**src/rtl/rom_dump_sequencer.sv**
```systemverilog
// rtl/rom_dump_sequencer.sv - full-chip IP3601/IP3604 PROM dump walker with valid/ready word output
module rom_dump_sequencer #(
    parameter int SETTLE_CYCLES = 50,  // clocks address/selects are held before sampling, >= 1
    parameter int COUNTER_WIDTH = 8    // settle counter width, 2**COUNTER_WIDTH > SETTLE_CYCLES
) (
    input  logic       clk,                    // all state changes on rising edge
    input  logic       reset,                  // synchronous, active-high
    input  logic       start,                  // begin a dump, honoured only while idle
    input  logic       abort,                  // drop a dump in progress
    input  logic       chip_type,              // 0 = IP3601 (256x4), 1 = IP3604 (512x8)
    input  logic [7:0] chip_data_port,         // PROM data bus
    output logic [8:0] chip_address_port,      // PROM address
    output logic [1:0] ip3601_selection_port,  // IP3601 selects, active-low
    output logic [3:0] ip3604_selection_port,  // IP3604 selects, active-low
    output logic [8:0] out_address,            // address of the presented word
    output logic [7:0] out_data,               // presented word
    output logic       out_valid,              // stream valid
    input  logic       out_ready,              // stream ready
    output logic       busy,                   // high outside IDLE
    output logic       done                    // one-cycle pulse when the dump completes
);

    typedef enum logic [2:0] {
        S_IDLE,
        S_SETTLE,
        S_SAMPLE,
        S_HANDSHAKE,
        S_DONE
    } state_t;

    localparam logic [COUNTER_WIDTH-1:0] SETTLE_LAST = COUNTER_WIDTH'(SETTLE_CYCLES - 1);

    state_t                   state;
    logic                     chip_q;
    logic [COUNTER_WIDTH-1:0] counter;
    logic [8:0]               last_addr;

    // Last address depends only on the chip type latched at start, never the live input.
    always_comb begin
        last_addr = chip_q ? 9'd511 : 9'd255;
    end

    always_ff @(posedge clk) begin
        if (reset) begin
            state                 <= S_IDLE;
            chip_q                <= 1'b0;
            counter               <= '0;
            chip_address_port     <= 9'd0;
            ip3601_selection_port <= 2'b11;
            ip3604_selection_port <= 4'hF;
            out_address           <= 9'd0;
            out_data              <= 8'd0;
            out_valid             <= 1'b0;
            busy                  <= 1'b0;
            done                  <= 1'b0;
        end else begin
            done <= 1'b0;
            if (state == S_IDLE) begin
                // start together with abort leaves the sequencer idle
                if (start && !abort) begin
                    chip_q            <= chip_type;
                    chip_address_port <= 9'd0;
                    counter           <= '0;
                    busy              <= 1'b1;
                    state             <= S_SETTLE;
                    if (chip_type) begin
                        ip3604_selection_port <= 4'h0;
                    end else begin
                        ip3601_selection_port <= 2'b00;
                    end
                end
            end else if (abort) begin
                // Abort wins over a coincident transfer; that word is already with the consumer.
                state                 <= S_IDLE;
                busy                  <= 1'b0;
                out_valid             <= 1'b0;
                counter               <= '0;
                chip_address_port     <= 9'd0;
                ip3601_selection_port <= 2'b11;
                ip3604_selection_port <= 4'hF;
            end else begin
                case (state)
                    S_SETTLE: begin
                        counter <= counter + 1'b1;
                        if (counter == SETTLE_LAST) begin
                            state <= S_SAMPLE;
                        end
                    end
                    S_SAMPLE: begin
                        // IP3601 is a 4-bit part; its upper data lines are meaningless
                        out_data    <= chip_q ? chip_data_port : {4'h0, chip_data_port[3:0]};
                        out_address <= chip_address_port;
                        out_valid   <= 1'b1;
                        state       <= S_HANDSHAKE;
                    end
                    S_HANDSHAKE: begin
                        if (out_valid && out_ready) begin
                            out_valid <= 1'b0;
                            if (chip_address_port == last_addr) begin
                                state                 <= S_DONE;
                                done                  <= 1'b1;
                                ip3601_selection_port <= 2'b11;
                                ip3604_selection_port <= 4'hF;
                            end else begin
                                chip_address_port <= chip_address_port + 9'd1;
                                counter           <= '0;
                                state             <= S_SETTLE;
                            end
                        end
                    end
                    S_DONE: begin
                        chip_address_port <= 9'd0;
                        busy              <= 1'b0;
                        state             <= S_IDLE;
                    end
                    default: begin
                        state <= S_IDLE;
                        busy  <= 1'b0;
                    end
                endcase
            end
        end
    end

endmodule
```
**config.mk**
```make
export PLATFORM = sky130hd
export DESIGN_NAME = rom_dump_sequencer
export DESIGN_NICKNAME = d
export VERILOG_FILES = /design/src/rtl/rom_dump_sequencer.sv
export SDC_FILE = /design/constraint.sdc
export NUM_CORES = 1
export LEC_CHECK = 0
export CAP_MARGIN = 20
export CORE_MARGIN = 2
export CORE_UTILIZATION = 31
export DETAILED_ROUTE_END_ITERATION = 6
export GPL_TIMING_DRIVEN = 0
export PLACE_DENSITY = 0.65
export SLEW_MARGIN = 20
export SYNTH_ARGS = -nofsm -noshare
export SYNTH_HDL_FRONTEND = slang
export SYNTH_SLANG_ARGS = --single-unit
```
**constraint.sdc**
```tcl
create_clock -name clk -period 3.2 [get_ports clk]
set_input_delay 0.8 -clock clk [delete_from_list [all_inputs] [get_ports clk]]
set_output_delay 0.8 -clock clk [all_outputs]
set_load 0.1 [all_outputs]
```
-- Word-level counts from Yosys, hierarchy flattened
Index checks and enable logic that the tools add are counted.
- $add $sub $neg: 2
- $mul: 0
- div/mod/pow operators: 0
- order comparisons: 0
- equal/unequal tests: 14
- shift-type cells: 0
- multiplexer cells: 43
- bitwise gates (word level): 4
- reductions and logical operators: 21
- operators by type and width (operator ; count):
    $mux W9 ; 6
    $mux W8 ; 6
    $mux W4 ; 7
    $mux W3 ; 6
    $pmux W9 S2 ; 1
    $pmux W8 S2 ; 1
    $mux W2 ; 7
    $ne A4 B4 Y1 const B ; 3
    $reduce_bool A3 Y1 ; 4
    $reduce_and A5 Y1 ; 2
    $add A9 B1 Y9 const B ; 1
    $eq A9 B9 Y1 ; 1
    $pmux W3 S3 ; 1
    $reduce_and A3 Y1 ; 3
    $add A8 B1 Y8 const B ; 1
    $eq A8 B6 Y1 const B ; 1
    $reduce_and A4 Y1 ; 2
    $reduce_bool A4 Y1 ; 2
    $mux W1 ; 7
    $eq A3 B2 Y1 const B ; 2
    $reduce_or A5 Y1 ; 1
    $ne A2 B2 Y1 const B ; 2
    $not A1 Y1 ; 4
    $reduce_and A2 Y1 ; 2
    other kinds (10) ; 11
- bits in registers: 47
- bits in latches: 0
- memory bits (writable): 0
- bits in read-only memories: 0
- input port bits: 14
- output and inout bits: 35
- word-level logic and storage cells: 95
- memories kept: 0

-- Depth between registers and ports, before layout
- word-level depth: 7
- gate-level depth with buffers: 7
- mapped depth without buffers: 6

-- Least setup slack after synthesis
No wires, ideal clock.
- path type: reg2reg
- start: register chip_address_port[0]
- end: register counter[2]
- library setup time: 86 ps
- arrival: 2231 ps
- required time: 3114 ps
- path slack: 883 ps
- cell stages (with the launch flop): 8
- path buffers: 1
- period minus slack after synthesis: 2317 ps
- cell sequence: dfxtp_1 -> ha_1 -> and3_1 -> buf_2 -> nand4_1 -> o211ai_4 -> a21oi_1 -> a211oi_1
- longest elaborated chain between the ends: 3
- RTL lines (item ; RTL line ; source):
    start: declaration ; 12 ; output logic [8:0] chip_address_port,
    start signal: assignment ; 105 ; chip_address_port <= chip_address_port + 9'd1;
    $eq A9 B9 Y1 ; 99 ; if (chip_address_port == last_addr) begin
    $ne A4 B4 Y1 (no source line) ; -- ;
    $reduce_and A4 Y1 (no source line) ; -- ;
    end signal: assignment ; 84 ; counter <= counter + 1'b1;
    end: declaration ; 35 ; logic [COUNTER_WIDTH-1:0] counter;
Every way passes these cells.
A chain may end at the register's enable or synchronous reset.

-- Final worst setup path
- start: register chip_address_port[0]
- end: output port chip_address_port[0]
No word-level cell between the ends.

==> run summary <==
cells taking the most area after synthesis: dfxtp_1, a21oi_1, nand2_1
most numerous cell types in the synthesized netlist: dfxtp_1, nand2_1, a21oi_1
net count after synthesis: 285
total power: 1.099 mW
Area growth syn-to-layout: 31.04%
reg-to-reg startpoint: chip_address_port[0]$_SDFFE_PP0P_
data arrival time of the critical path: 2020 ps
post-synthesis cell type count: 56
transition time of the tightest slew-check pin: 986.9 ps
die area: 7802 um^2
post-detailed-route count of antenna-violating nets: 0
wire length per cell after detailed routing: 13.47 um
largest incremental delay on the critical path: 1200 ps
final count of negative-setup-slack endpoints: 0
global-route wire length before repair: 9349 um
count of vias placed by the detailed router: 2049
master of the slowest instance on the critical path: clkdlybuf4s50_1
Clock Tree Buf Depth: 2
clock period minus final worst setup slack: 2815 ps
biggest area consumer among synthesized cells: dfxtp_1
largest net degree at the start of global routing: 14
count of hold-fix buffers inserted at cts: 0
final hold viol count: 0
CTS tree: done
RSZ-0062 raised after global routing: no
most frequent cell after synthesis: dfxtp_1
clock-pin slew reported for the worst setup and hold paths after clock tree synthesis: 80 ps
Die Y-Extent: 88.33 um
ys flop type: dfxtp_1
Register-to-Register Path Depth: 7
number of warnings reported in the yosys synthesis log: 0
Detailed Routing Iterations Pass 1: 4
post-route fraction of the period consumed by the critical path: 0.8797
Static Leak: 0.9809 nW
reg-to-reg slack, setup: 1300 ps
worst-skew pair later-pin latency: 300 ps
post-route worst hold slack: 457.0 ps
overall die width: 88.33 um
CTS H-tree depth: 2
post-synthesis area per instance: 8.226 um^2
share of flip-flops with an asynchronous set or reset after synthesis: 0
nature of the critical path startpoint: register
final wirelength: 5631 um
final antenna diode count: 0
TNS Setup: 0 ps
Critical Path Sink Type: primary output
cell at the root of the clock tree: clkbuf_8
global-route usage over all layers: 0.1532
hold-critical path depth: 2
Post-Synthesis Cell Area: 2205 um^2
sequential cell area fraction in the yosys report: 0.3905
number of flip-flops and latches in the synthesized netlist: 43
status: complete, no violations
placed wire-length estimate: 4035 um
relative max-transition margin: 0.3400
starting density of the core: 0.3227
Worst Setup Path Type: register to primary output
CP Cell Sequence: clkdlybuf4s50_1
number of buffers created by CTS: 5
# DRC: 0
Critical R2R Capture: counter[1]$_SDFFE_PP0P_
CP delay by family, top: buffers and inverters
buffers plus inverters on the worst setup path: 1
number of gates resized after CTS: 0
filler instances: 701
final weighted congestion in routability-driven placement: 0.8565
highest clock rate: 355.2 MHz
maximum vdd drop: 157.1 uV
max-cap violation count: 0
Syn Inst Count: 268
detailed router's first-iteration violation count: 107
nets@finish: 338
standard cell core area: 6832 um^2
initial antenna violation count: 0
Fin Clk Skew: 5.021 ps
count of standard-cell rows: 30
areal power density over the cells: 380.5 nW/um^2
number of global-route vias before repair: 1942
source of the worst hold timing path: out_data[2]$_SDFFE_PP0P_
layout cells sized above 1: 0.1180
I/O pin total: 49
capture endpoint of the worst hold path: out_data[2]$_SDFFE_PP0P_
number of I/O port buffers: 46
Min-Delay Path Class: register to register
average via count per standard cell: 4.902
final number of max-transition violations: 0
number of enable-type register cells in the synthesized netlist: 0
sinks on the clock net: 43
portion of synthesized cell area occupied by the leading cell type: 0.3905
# Post-CTS Setup Buffers: 0
residual overflow from global routing: 0
Worst Path Max Fanout: 8
required arrival time at the worst endpoint: 2400 ps
[through the flow]
stage / setup WS [ps] / cell area [um^2] / std cells / util
global placement: 699.3 / 2785 / 410 / 0.4077
floorplan: 883.3 / 2205 / 268 / -
finish: 384.9 / 2889 / 418 / 0.4229
CTS: 374.2 / 2889 / 418 / 0.4229
detailed placement: 676.4 / 2785 / 410 / 0.4077
global route: 319.3 / 2889 / 418 / 0.4229
[power by group]
group	total, mW	internal [mW]	switching, mW
Clock	0.383	0.196	0.187
Combinational	0.171	0.0613	0.109
Sequential	0.546	0.540	0.00561
[state kept, by name, summed over array words and instances, names as in the netlist, 3 cells and up]
register	count
out_data	8
chip_address_port	9
out_address	9
state	3
counter	8
[final cells by class]
type | instances | area, um^2 | area share
Multi-Input combinational cell | 195 | 1187 | 0.4110
Sequential cell | 43 | 860.8 | 0.2980
Timing Repair Buffer | 46 | 460.4 | 0.1594
Buffer | 22 | 126.4 | 0.04374
Tap cell | 96 | 120.1 | 0.04158
Clock buffer | 7 | 96.34 | 0.03335
Inverter | 8 | 30.03 | 0.01039
Clock inverter | 1 | 7.507 | 0.002599
[cell families (layout without fill, tap and decap cells)]
logic type,count (synthesis),in the layout,share of synthesized area
compound gates,75,75,0.2259
xor+xnor,2,2,0.01476
fa+ha+maj,3,3,0.01703
buf+inv,30,84,0.07094
flops,43,43,0.3905
mux,1,1,0.004540
simple gates,114,114,0.2764
[routing by layer]
| layer | vias to the layer above | track usage | routed length (um) |
|---|---|---|---|
| met5 | - | 0 | 0 |
| met4 | 0 | 0.06061 | 67 |
| met3 | 4 | 0.03638 | 275 |
| met2 | 51 | 0.2235 | 2470 |
| met1 | 935 | 0.2178 | 2819 |
| li1 | 1059 | - | - |
[how the worst max path moves through the flow]
stage                                           start                       to  slack, ps  cells past startpoint
finish              chip_address_port[0]$_SDFFE_PP0P_     chip_address_port[0]        380                      1
global route        chip_address_port[0]$_SDFFE_PP0P_     chip_address_port[0]        320                      1
CTS                 chip_address_port[0]$_SDFFE_PP0P_     chip_address_port[0]        370                      1
detailed placement                          out_ready  counter[1]$_SDFFE_PP0P_        680                      6
global placement    chip_address_port[0]$_SDFFE_PP0P_     chip_address_port[0]        700                      1
floorplan           chip_address_port[0]$_SDFFE_PP0P_  counter[2]$_SDFFE_PP0P_        880                      7
[cell usage in the layout, fill, tap and decap left out, types with 3 or more instances in the layout]
master           Yosys  layout
o21ai_0              4       4
nand4_1              6       6
clkdlybuf4s50_1      0      46
a211oi_1             5       5
nor4_1               3       3
and3_1               4       4
dfxtp_1             43      43
inv_1                8       8
nor2b_1              5       5
ha_1                 3       3
or3_1                3       3
a21oi_1             36      36
nand3_1             14      14
a41oi_1              3       3
clkbuf_1             6       6
and2_1               3       3
clkbuf_8             0       7
nor3_1               3       3
nand2_1             39      39
nand3b_1             4       4
buf_4                7       7
nor2_1              12      12
buf_2                8       8
o21ai_1              6       6
nand2b_1             6       6
[worst register-to-register path, cell delays in order (launching register included)]
cell	delay, ps
dfxtp_1	410
ha_1	270
and3_1	180
buf_2	160
nand4_1	150
o211ai_4	150
or3b_1	370
a21oi_1	140
(Power assumes the default switching activity.)
